===== src/rtl/evt_pulse_gen_if.sv =====
// Burst-request and pulse-status signals shared by evt_pulse_gen and its requester.
// The master drives burst requests; the slave (the generator) drives the status outputs.
interface evt_pulse_gen_if #(
  parameter int WIDTH = 16
);
  logic             start_in;
  logic [WIDTH-1:0] count_in;
  logic [WIDTH-1:0] period_in;
  logic             abort_in;
  logic             evt_out;
  logic             busy_out;
  logic             done_out;
  logic [WIDTH-1:0] sent_out;

  modport master (
    output start_in, count_in, period_in, abort_in,
    input  evt_out, busy_out, done_out, sent_out
  );

  modport slave (
    input  start_in, count_in, period_in, abort_in,
    output evt_out, busy_out, done_out, sent_out
  );
endinterface


===== src/rtl/evt_pulse_gen.sv =====
// Emits a burst of N single-cycle event pulses spaced P cycles apart, with
// busy/done status and a running tally; every output comes straight from a flop.
module evt_pulse_gen #(
  parameter int WIDTH = 16
) (
  input  logic           clk_in,
  input  logic           rst_n_in,
  evt_pulse_gen_if.slave bus
);
  typedef enum logic [1:0] {IDLE, RUN, DONE} state_t;

  localparam logic [WIDTH-1:0] ONE = WIDTH'(1);

  state_t           state_q, state_d;
  logic [WIDTH-1:0] n_q, n_d;
  logic [WIDTH-1:0] p_q, p_d;
  logic [WIDTH-1:0] timer_q, timer_d;
  logic [WIDTH-1:0] sent_q, sent_d;
  logic             evt_q, evt_d;
  logic             busy_q, busy_d;
  logic             done_q, done_d;
  logic [WIDTH-1:0] p_eff;

  // A zero period degenerates to back-to-back pulses.
  assign p_eff = (bus.period_in == '0) ? ONE : bus.period_in;

  always_comb begin
    state_d = state_q;
    n_d     = n_q;
    p_d     = p_q;
    timer_d = timer_q;
    sent_d  = sent_q;
    evt_d   = 1'b0;
    busy_d  = 1'b0;
    done_d  = 1'b0;
    unique case (state_q)
      IDLE, DONE: begin
        if (bus.abort_in) begin
          state_d = IDLE;
        end else if (bus.start_in) begin
          n_d    = bus.count_in;
          p_d    = p_eff;
          sent_d = '0;
          if (bus.count_in != '0) begin
            // First pulse leaves together with the RUN entry.
            state_d = RUN;
            evt_d   = 1'b1;
            busy_d  = 1'b1;
            sent_d  = ONE;
            timer_d = p_eff - ONE;
          end else begin
            state_d = DONE;
            done_d  = 1'b1;
          end
        end else begin
          state_d = IDLE;
        end
      end
      RUN: begin
        if (bus.abort_in) begin
          state_d = IDLE;
        end else if (sent_q == n_q) begin
          state_d = DONE;
          done_d  = 1'b1;
        end else begin
          busy_d = 1'b1;
          // Timer counts down from P-1; a pulse fires and reloads it at zero.
          if (timer_q == '0) begin
            evt_d   = 1'b1;
            sent_d  = sent_q + ONE;
            timer_d = p_q - ONE;
          end else begin
            timer_d = timer_q - ONE;
          end
        end
      end
      default: state_d = IDLE;
    endcase
  end

  always_ff @(posedge clk_in) begin
    if (!rst_n_in) begin
      state_q <= IDLE;
      n_q     <= '0;
      p_q     <= '0;
      timer_q <= '0;
      sent_q  <= '0;
      evt_q   <= 1'b0;
      busy_q  <= 1'b0;
      done_q  <= 1'b0;
    end else begin
      state_q <= state_d;
      n_q     <= n_d;
      p_q     <= p_d;
      timer_q <= timer_d;
      sent_q  <= sent_d;
      evt_q   <= evt_d;
      busy_q  <= busy_d;
      done_q  <= done_d;
    end
  end

  assign bus.evt_out  = evt_q;
  assign bus.busy_out = busy_q;
  assign bus.done_out = done_q;
  assign bus.sent_out = sent_q;
endmodule


===== src/flat_wrapper.sv =====
// flat-port wrapper written by rule: the top's interface ports become plain ports
module evt_pulse_gen_flat 
#(
  parameter int WIDTH = 16
)
  (clk_in, rst_n_in, bus_start_in, bus_count_in, bus_period_in, bus_abort_in, bus_evt_out, bus_busy_out, bus_done_out, bus_sent_out);
  evt_pulse_gen_if #(.WIDTH(WIDTH)) bus_i ();
  input  logic clk_in;
  input  logic rst_n_in;
  input wire logic [$bits(bus_i.start_in)-1:0] bus_start_in;
  input wire logic [$bits(bus_i.count_in)-1:0] bus_count_in;
  input wire logic [$bits(bus_i.period_in)-1:0] bus_period_in;
  input wire logic [$bits(bus_i.abort_in)-1:0] bus_abort_in;
  output wire logic [$bits(bus_i.evt_out)-1:0] bus_evt_out;
  output wire logic [$bits(bus_i.busy_out)-1:0] bus_busy_out;
  output wire logic [$bits(bus_i.done_out)-1:0] bus_done_out;
  output wire logic [$bits(bus_i.sent_out)-1:0] bus_sent_out;
  assign bus_i.start_in = bus_start_in;
  assign bus_i.count_in = bus_count_in;
  assign bus_i.period_in = bus_period_in;
  assign bus_i.abort_in = bus_abort_in;
  assign bus_evt_out = bus_i.evt_out;
  assign bus_busy_out = bus_i.busy_out;
  assign bus_done_out = bus_i.done_out;
  assign bus_sent_out = bus_i.sent_out;
  evt_pulse_gen #(.WIDTH(WIDTH)) u_core (.clk_in(clk_in), .rst_n_in(rst_n_in), .bus(bus_i));
endmodule

===== config.mk =====
export PLATFORM = sky130hd
export DESIGN_NAME = evt_pulse_gen_flat
export DESIGN_NICKNAME = d
export VERILOG_FILES = /design/src/rtl/evt_pulse_gen_if.sv /design/src/rtl/evt_pulse_gen.sv /design/src/flat_wrapper.sv
export SDC_FILE = /design/constraint.sdc
export NUM_CORES = 1
export LEC_CHECK = 0
export ABC_AREA = 1
export BUFFER_PORTS_ARGS = -buffer_cell sky130_fd_sc_hd__buf_4
export CORE_MARGIN = 2
export CORE_UTILIZATION = 53
export DETAILED_ROUTE_END_ITERATION = 8
export GPL_TIMING_DRIVEN = 0
export PLACE_DENSITY = 0.77
export SLEW_MARGIN = 10
export SYNTH_ARGS = -nofsm -noshare
export SYNTH_HDL_FRONTEND = slang
export SYNTH_SLANG_ARGS = --single-unit

===== constraint.sdc =====
create_clock -name clk_in -period 2.05 [get_ports clk_in]
set_input_delay 0 -clock clk_in [delete_from_list [all_inputs] [get_ports clk_in]]
set_output_delay 0 -clock clk_in [all_outputs]
set_load 0.05 [all_outputs]

==> results of run 1 <==
per-layer routing:
metal  vias to the layer above  track usage, %  wire length [um]
met5                         -               0                 0
met4                         0           16.54               663
met3                        55           5.777               871
met2                       209           54.99              6786
met1                      2159           35.13              5077
li1                       2211               -                 -
state kept, by name (all words and copies together) (netlist names):
signal               count
u_core.bus.busy_out      1
u_core.bus.done_out      1
u_core.state_q           2
u_core.timer_q          16
u_core.n_q              16
u_core.p_q              16
u_core.bus.sent_out     16
u_core.bus.evt_out       1
placed cells by master, fill, tap and decap left out, types with 2 or more instances in the layout:
master and count:
nor3_1 6, xnor2_1 14, clkbuf_8 13, clkbuf_1 9, nor2_1 56, a211oi_1 2
nand2_1 132, o22ai_1 7, o21ai_0 25, bufinv_16 3, a21oi_2 2, inv_1 75
clkbuf_2 2, dfxtp_2 15, dlygate4sd3_1 32, nor3_2 3, nor4_1 4, buf_4 69
inv_2 2, o21ai_1 6, a21oi_4 2, nor2_2 17, a21oi_1 50, nand3_2 9
buf_2 3, nor2_4 11, nand2_2 15, nand3_4 4, buf_12 4, nor2_8 2
nand2_4 9, dfxtp_1 54, nor4_2 2, nand4_1 11, nand3_1 41, xor2_1 10
inv_4 2
worst min-delay path: stages:
cell	delay, ns
buf_4	0.08
inv_1	0.04
nand2_1	0.10
nand3_1	0.07
o21ai_0	0.06
final timing paths:
kind,startpoint,end
max reg2reg,u_core.timer_q[13],u_core.timer_q[10]
min,bus_period_in[0],u_core.p_q[0]
max,u_core.timer_q[13],u_core.timer_q[10]
min reg2reg,u_core.p_q[5],u_core.p_q[5]
cell families (layout without fill, tap and decap cells):
family	Yosys count	count (layout)	share of synthesized area (%)
and+or+nand+nor	326	326	37.94
AOI/OAI and AO/OA	96	96	12.21
adders and majority gates	2	2	0.5998
DFF	69	69	33.11
buffers and inverters	103	219	11.10
xor gates and xnor gates	24	24	5.039
final cells by class:
class	instances	area [um2]	share of cell area, %
plain buffers	23	168.9	2.993
well taps	102	127.6	2.262
clock buffers	11	151.4	2.683
flip-flops and latches	69	1400	24.81
clock inverters	5	106.4	1.885
multi-input cells	448	2526	44.77
repair buffers	100	855.8	15.17
inverters	80	306.5	5.432
where the power goes:
group          switching [W]  internal [W]
Combinational       0.000588      0.000419
Sequential         0.0000565       0.00141
Clock               0.000566      0.000877
through the flow:
step | area [um2] | setup slack (ns) | total power [W]
floorplan | 4172 | 0.03178 | 0.002027
global placement | 4705 | -0.3070 | 0.002234
detailed placement | 4705 | -0.3213 | 0.002249
CTS | 5408 | 0.008269 | 0.003801
global route | 5643 | -0.1267 | 0.004066
finish | 5643 | 0.01014 | 0.003919
repair_timing:
| action | CTS | global route |
|---|---|---|
| hold endpoints to repair | 32 | 0 |
| resized for setup | 22 | 55 |
| setup endpoints to repair | 11 | 38 |
| cloned | 0 | 0 |
| hold buffers | 32 | 0 |
| buffers inserted | 5 | 9 |
| pin swaps | 8 | 26 |
==> flow_metrics.env, run 1 <==
export IMPL_run_status="finished, final reports clean"
export IMPL_wirelength_um=13400
export IMPL_finalSetupTns_ns=0
export IMPL_period_share_pct=99.51
export IMPL_grt_overflow=0
export IMPL_cts_root_buf="clkbuf_8"
export IMPL_fin_skew_ns=0.005774
export IMPL_final_nets=769
export IMPL_ys_top_cells_by_count="142 x nand2_1, 77 x inv_1, 71 x nor2_1"
export IMPL_firstDrtPassIters=5
export IMPL_path_delay_family="simple AND/OR/NAND/NOR gates"
export IMPL_area_growth_syn_to_layout_pct=35.27
export IMPL_drc=0
export IMPL_finalHoldViolations=0
export IMPL_htreeDepth=3
export IMPL_initial_core_util_pct=54.26
export IMPL_port_buffers=54
export IMPL_place_gp_congestion=0.9341
export IMPL_diodes=0
export IMPL_clock_path_buffers=2
export IMPL_path_cells="nor2_4 > nand2_2 > nor2_4 > buf_12 > buf_12 > nand3_4 > nand3_4 > nand2_4 > inv_4 > ha_4 > nand2_4 > nor2_4 > nand4_1 > nand2_1 > nand2_1 > a21oi_2"
export IMPL_synth_warnings=0
export IMPL_synth_flop_cell="dfxtp_1"
export IMPL_final_cells=838
export IMPL_ys_async_sr_fraction_pct=0
export IMPL_slew_headroom_pct=53.01
export IMPL_synthCells=620
export IMPL_syn_avg_cell_area_um2=6.728
export IMPL_grt_pass1_vias=4356
export IMPL_wire_per_inst_um=15.99
export IMPL_worst_path_max_delay_cell="dfxtp_2"
export IMPL_worstSkewPairLatency_ns=0.36
export IMPL_synth_top_area_share_pct=33.11
export IMPL_max_stage_delay_ns=0.34
export IMPL_grt_usage_pct=30.99
export IMPL_hp_class="primary input to flop"
export IMPL_peakVddDrop_uv=484.1
export IMPL_cp_num_buf_inv=3
export IMPL_synth_fp_nets=658
export IMPL_maxCapViolCount=0
export IMPL_synth_area_um2=4172
export IMPL_synth_edf_count=0
export IMPL_vias=4634
export IMPL_holdWs_ns=0.02464
export IMPL_synth_area_leader_cell="dfxtp_1"
export IMPL_crit_type="flop to flop"
export IMPL_seq_area_frac_synth_pct=33.11
export IMPL_die_area_um2=8596
export IMPL_clock_sinks=69
export IMPL_reg2reg_slack_ns=0.01
export IMPL_rsz0062_at_grt="yes"
export IMPL_reg2reg_depth=16
export IMPL_p_per_area_nw_per_um2=694.5
export IMPL_clk_pin_slew_worst_paths_ns=0.08
export IMPL_drive_gt1_share_pct=26.63
export IMPL_crit_path_end_kind="flop"
export IMPL_critPathMaxFanout=7
export IMPL_yosysMostFrequentCell="nand2_1"
export IMPL_period_minus_slack_ns=2.040
export IMPL_utilization_pct=73.40
export IMPL_finalSetupViolCount=0
export IMPL_dp_hpwl_um=9054
export IMPL_p_leak_nw=2.413
export IMPL_die_y_um=92.72
export IMPL_ys_ff_latch=69
export IMPL_vias_per_cell=5.530
export IMPL_max_slew_worst_pin_slew_ns=0.6984
export IMPL_cp_start_kind="flop"
export IMPL_crit_arrival_ns=2.33
export IMPL_min_path_cells=5
export IMPL_grt_pass1_wl_um=20700
export IMPL_slew_violations=0
export IMPL_required_ns=2.34
export IMPL_synth_cell_types=40
export IMPL_synthTopCellsByArea="dfxtp_1 33%, nand2_1 13%, inv_1 6.9%, nor2_1 6.4%, a21oi_1 6.4%"
export IMPL_place_inst=776
export IMPL_core_area_um2=7687
export IMPL_fillers=620
export IMPL_row_count=32
export IMPL_ant_nets=0
export IMPL_grt_max_degree=13
export IMPL_grt_antenna_before_repair=0
export IMPL_ios=55
export IMPL_die_w_um=92.72
export IMPL_drtIter0Drc=246
export IMPL_max_freq_mhz=490.2
export IMPL_path_depth=16
export IMPL_tritoncts="built"
export IMPL_numCtsBuffers=9
export IMPL_crit_path_frequent_cell="nor2_4"
Power figures use the tool's default switching activity.
==> inputs of run 2 (changes only) <==
- CORE_MARGIN: 2 -> 1
==> flow_metrics.env, run 2 (synthesis gave the netlist of run 1 again) <==
export IMPL_run_status="complete, but fails checks"
export IMPL_violations="setup timing"
export IMPL_drtIter0Drc=558
export IMPL_clock_sinks=69
export IMPL_dp_hpwl_um=8660
export IMPL_dp_slack_ns=-0.4355
export IMPL_max_stage_delay_ns=0.33
export IMPL_grt_overflow=0
export IMPL_critPathMaxFanout=6
export IMPL_final_cell_mix="134 x nand2_1, 75 x inv_1, 72 x buf_4"
export IMPL_required_ns=2.30
export IMPL_crit_path_end_kind="flop"
export IMPL_reg2reg_slack_ns=-0.06
export IMPL_cts_root_buf="clkbuf_8"
export IMPL_core_area_um2=7447
export IMPL_clk_pin_slew_worst_paths_ns=0.08
export IMPL_peakVddDrop_uv=393.6
export IMPL_path_delay_family="simple AND/OR/NAND/NOR gates"
export IMPL_max_slew_worst_pin_slew_ns=0.6525
export IMPL_grt_antenna_before_repair=0
export IMPL_slew_headroom_pct=56.50
export IMPL_path_cells="nor2_2 > nand2_2 > nor2_4 > buf_12 > nand3_4 > nand3_4 > nand2_4 > inv_4 > ha_4 > nand2_4 > nor2_4 > buf_4 > nand4_1 > nand2_1 > a21oi_1"
export IMPL_maxCapViolCount=0
export IMPL_firstDrtPassIters=6
export IMPL_finalSetupViolCount=9
export IMPL_die_w_um=90.72
export IMPL_area_growth_syn_to_layout_pct=35.87
export IMPL_vias=4720
export IMPL_row_count=31
export IMPL_ios=55
export IMPL_clock_path_buffers=2
export IMPL_grt_pass1_wl_um=20290
export IMPL_rsz0062_at_grt="yes"
export IMPL_cp_num_buf_inv=3
export IMPL_numCtsBuffers=9
export IMPL_htreeDepth=3
export IMPL_drive_gt1_share_pct=25.57
export IMPL_tritoncts="built"
export IMPL_cp_start_kind="flop"
export IMPL_finalHoldViolations=0
export IMPL_vias_per_cell=5.579
export IMPL_die_y_um=90.72
export IMPL_wire_per_inst_um=15.73
export IMPL_ant_nets=0
export IMPL_fin_skew_ns=0.01204
export IMPL_port_buffers=54
export IMPL_period_minus_slack_ns=2.110
export IMPL_worstSkewPairLatency_ns=0.36
export IMPL_grt_max_degree=14
export IMPL_worst_path_max_delay_cell="dfxtp_2"
export IMPL_place_inst=773
export IMPL_drc=0
export IMPL_slew_violations=0
export IMPL_crit_arrival_ns=2.36
export IMPL_period_share_pct=102.9
export IMPL_max_freq_mhz=474.0
export IMPL_grt_pass1_vias=4244
export IMPL_wirelength_um=13310
export IMPL_total_power_w=0.003688
export IMPL_final_cells=846
export IMPL_die_area_um2=8229
export IMPL_place_gp_congestion=0.9072
export IMPL_final_nets=780
export IMPL_p_per_area_nw_per_um2=650.6
export IMPL_crit_type="flop to flop"
export IMPL_hp_class="primary input to flop"
export IMPL_final_common_cell="nand2_1"
export IMPL_p_leak_nw=2.449
export IMPL_fillers=559
export IMPL_holdWs_ns=0.03688
export IMPL_diodes=0
export IMPL_initial_core_util_pct=56.01
export IMPL_layout_setup_ws_ns=-0.05982
export IMPL_grt_usage_pct=31.36
==> run 2: changes by cell type in the layout (fill, tap and decap cells not counted), moves of 2 or more <==
cell	previous run	this run
nand2_4	9	7
clkbuf_8	13	11
a21oi_2	2	0
bufinv_16	3	1
a21oi_1	50	52
nand2_1	132	134
clkinvlp_4	1	3
nor2_1	56	60
dfxtp_2	15	8
nor2_2	17	14
dfxtp_1	54	61
buf_6	1	4
buf_4	69	72
==> run 2: final timing paths <==
| path | from | end | cells past startpoint |
|---|---|---|---|
| setup / recovery | u_core.timer_q[15] | u_core.timer_q[10] | 15 |
| hold / removal | bus_period_in[0] | u_core.p_q[0] | 5 |
| setup reg to reg | u_core.timer_q[15] | u_core.timer_q[10] | 15 |
| hold reg to reg | u_core.p_q[10] | u_core.p_q[10] | 2 |
==> run 2: final cells by class <==
cell class              count  area (um2)  share of cell area [%]
multi-input cells         448        2486                   43.86
flip-flops and latches     69        1391                   24.55
repair buffers            111       985.9                   17.40
inverters                  80       309.0                   5.453
plain buffers              23       172.7                   3.046
clock buffers               9       123.9                   2.185
well taps                  99       123.9                   2.185
clock inverters             7       75.07                   1.325
==> run 2: repair_timing <==
item                       CTS  global route
hold endpoints to repair    33             0
setup endpoints to repair   19            30
gates cloned                 0             1
hold buffers                33             0
pin swaps                    9            25
gates resized for setup     19            44
setup buffers                8            15
==> run 2: worst register-to-register path, delay by kind of cell, from the launching register on <==
| kind | cells | cell delay [ns] |
|---|---|---|
| buffers and inverters | 3 | 0.37 |
| adders and majority gates | 1 | 0.17 |
| AOI/OAI and AO/OA | 1 | 0.06 |
| DFF | 1 | 0.33 |
| and+or+nand+nor | 10 | 1.07 |
==> run 2: layer usage <==
layer / vias to the layer above / track usage [%] / share of wire [%]
met3: 51 / 6.902 / 11
li1: 2235 / - / -
met1: 2143 / 41.53 / 40
met2: 291 / 49.43 / 45
met5: - / 0 / 0
met4: 0 / 12.23 / 3.4
==> run 2: through the flow <==
step / TNS, ns / utilization [%] / instance area (um2)
final: -0.2539 / 76.11 / 5668
after global routing: -1.557 / 76.11 / 5668
after CTS: 0 / 71.86 / 5351
after detailed placement: -2.625 / 63.12 / 4701
after global placement: -1.418 / 63.12 / 4701
after floorplan: 0 / - / 4172
==> run 2: report_power, final <==
group          internal (W)  switching [W]
logic              0.000449       0.000604
registers           0.00141      0.0000518
clock network      0.000566       0.000606
total               0.00243        0.00126
==> inputs of run 3 (changes only) <==
--- a/config.mk
+++ b/config.mk
@@ -9,7 +9,10 @@
 export BUFFER_PORTS_ARGS = -buffer_cell sky130_fd_sc_hd__buf_4
+export CELL_PAD_IN_SITES_DETAIL_PLACEMENT = 1
+export CELL_PAD_IN_SITES_GLOBAL_PLACEMENT = 1
 export CORE_MARGIN = 1
-export CORE_UTILIZATION = 53
+export CORE_UTILIZATION = 37
 export DETAILED_ROUTE_END_ITERATION = 8
 export GPL_TIMING_DRIVEN = 0
-export PLACE_DENSITY = 0.77
+export MAX_ROUTING_LAYER = met4
+export PLACE_DENSITY_LB_ADDON = 0.1
 export SLEW_MARGIN = 10
--- a/constraint.sdc
+++ b/constraint.sdc
@@ -3,2 +3,2 @@
 set_output_delay 0 -clock clk_in [all_outputs]
-set_load 0.05 [all_outputs]
+set_load 0.02 [all_outputs]
==> flow_metrics.env, run 3 (synthesis gave the netlist of run 1 again) <==
export IMPL_cts_root_buf="clkbuf_16"
export IMPL_finalHoldViolations=0
export IMPL_drtIter0Drc=154
export IMPL_cp_num_buf_inv=2
export IMPL_ff_latch_area_um2=1398
export IMPL_path_cells="nor2_2 > nand2_2 > nor2_4 > buf_12 > nand3_4 > nand3_2 > nand2_2 > inv_2 > ha_4 > nand2_4 > nor2_4 > nand4_1 > nand2_1 > nand2_1 > a21oi_1"
export IMPL_numCtsBuffers=9
export IMPL_period_minus_slack_ns=2.093
export IMPL_vias_per_cell=5.198
export IMPL_clock_path_buffers=2
export IMPL_rsz0062_at_grt="yes"
export IMPL_place_gp_congestion=0.8158
export IMPL_grt_antenna_before_repair=0
export IMPL_maxCapViolCount=0
export IMPL_diodes=0
export IMPL_final_nets=782
export IMPL_vias=4616
export IMPL_hp_class="primary input to flop"
export IMPL_final_cell_mix="125 x nand2_1, 77 x buf_4, 72 x inv_1"
export IMPL_dp_slack_ns=-0.4966
export IMPL_wire_per_inst_um=17.56
export IMPL_ant_nets=0
export IMPL_core_area_um2=10940
export IMPL_critPathMaxFanout=6
export IMPL_peakVddDrop_uv=396.2
export IMPL_clk_pin_slew_worst_paths_ns=0.05
export IMPL_crit_path_end_kind="flop"
export IMPL_final_common_cell="nand2_1"
export IMPL_clock_sinks=69
export IMPL_grt_usage_pct=27.54
export IMPL_finalSetupViolCount=3
export IMPL_grt_pass1_vias=4637
export IMPL_crit_arrival_ns=2.36
export IMPL_p_leak_nw=2.532
export IMPL_layout_setup_ws_ns=-0.04268
export IMPL_die_area_um2=11700
export IMPL_firstDrtPassIters=4
export IMPL_area_growth_syn_to_layout_pct=42.77
export IMPL_cp_start_kind="flop"
export IMPL_grt_max_degree=12
export IMPL_drc=0
export IMPL_slew_headroom_pct=53.65
export IMPL_die_y_um=108.2
export IMPL_multiInputGateArea_um2=2635
export IMPL_htreeDepth=3
export IMPL_grt_pass1_wl_um=23420
export IMPL_max_freq_mhz=477.9
export IMPL_max_slew_worst_pin_slew_ns=0.6952
export IMPL_initial_core_util_pct=38.15
export IMPL_worstSkewPairLatency_ns=0.35
export IMPL_row_count=38
export IMPL_wirelength_um=15590
export IMPL_max_stage_delay_ns=0.32
export IMPL_die_w_um=108.2
export IMPL_drive_gt1_share_pct=30.08
export IMPL_worst_path_max_delay_cell="dfxtp_2"
export IMPL_holdWs_ns=0.006148
export IMPL_violations="setup timing"
export IMPL_dp_hpwl_um=10780
export IMPL_slew_violations=0
export IMPL_grt_overflow=0
export IMPL_port_buffers=54
export IMPL_ios=55
export IMPL_place_area_um2=4752
export IMPL_fin_skew_ns=0.009205
export IMPL_final_area_um2=5956
export IMPL_path_delay_family="simple AND/OR/NAND/NOR gates"
export IMPL_run_status="complete, but fails checks"
export IMPL_p_per_area_nw_per_um2=701.3
export IMPL_fillers=1387
export IMPL_period_share_pct=102.1
export IMPL_tritoncts="built"
export IMPL_crit_type="flop to flop"
export IMPL_required_ns=2.32
==> run 3: cell types whose count changed in the layout (fill, tap and decap cells not counted), sizes merged <==
cell and delta:
clkbuf +1, buf +7, dlygate4sd3 -3, clkinvlp -2, inv +1, clkinv -3
==> run 3: power by group <==
part	total [W]	internal (W)	switching (W)
sequential	0.00147	0.00142	0.0000583
clock	0.00158	0.000971	0.000610
combinational	0.00112	0.000483	0.000639
total	0.00418	0.00287	0.00131
==> run 3: final timing paths <==
check,to,from,slack (ns),cells after the start
worst max-delay path,u_core.timer_q[10],u_core.timer_q[12],-0.04,15
worst min-delay path,u_core.p_q[15],bus_period_in[15],0.006,3
worst max register to register,u_core.timer_q[10],u_core.timer_q[12],-0.04,15
worst min register to register,u_core.p_q[4],u_core.p_q[4],0.47,2
==> run 3: through the flow <==
step | util (%) | TNS, ns | cells | power, W
after floorplan | - | 0 | 620 | 0.002014
after global placement | 43.46 | -2.538 | 814 | 0.002247
after detailed placement | 43.46 | -3.210 | 814 | 0.002268
after CTS | 51.13 | -0.02740 | 875 | 0.004036
after global routing | 54.46 | -0.9637 | 888 | 0.004343
final | 54.46 | -0.05620 | 888 | 0.004177
==> run 3: layer usage <==
layer | track usage, % | up-vias | part of all wire (%)
li1 | - | 2238 | -
met1 | 35.31 | 2274 | 48
met2 | 44.27 | 85 | 47
met3 | 4.762 | 19 | 3.5
met4 | 7.926 | 0 | 1.6
met5 | - | - | 0
==> run 3: worst min-delay path: cells and delay by family <==
family                 cells  cell delay (ns)
AOI/OAI and AO/OA          1             0.16
buffers and inverters      2             0.14
==> run 3: repair_timing <==
action,in CTS,in global routing
setup endpoints to repair,19,40
hold buffers,30,0
hold endpoints to repair,30,0
resized for setup,41,75
setup buffers,16,13
pin swaps,18,34
==> run 3: area by class of cell <==
type	instances	area share, %
tap	140	2.941
timing repair buffer	113	16.30
buffer	23	3.004
sequential	69	23.47
clock buffer	12	4.139
multi-input combinational	448	44.24
inverter	80	5.126
clock inverter	3	0.7773
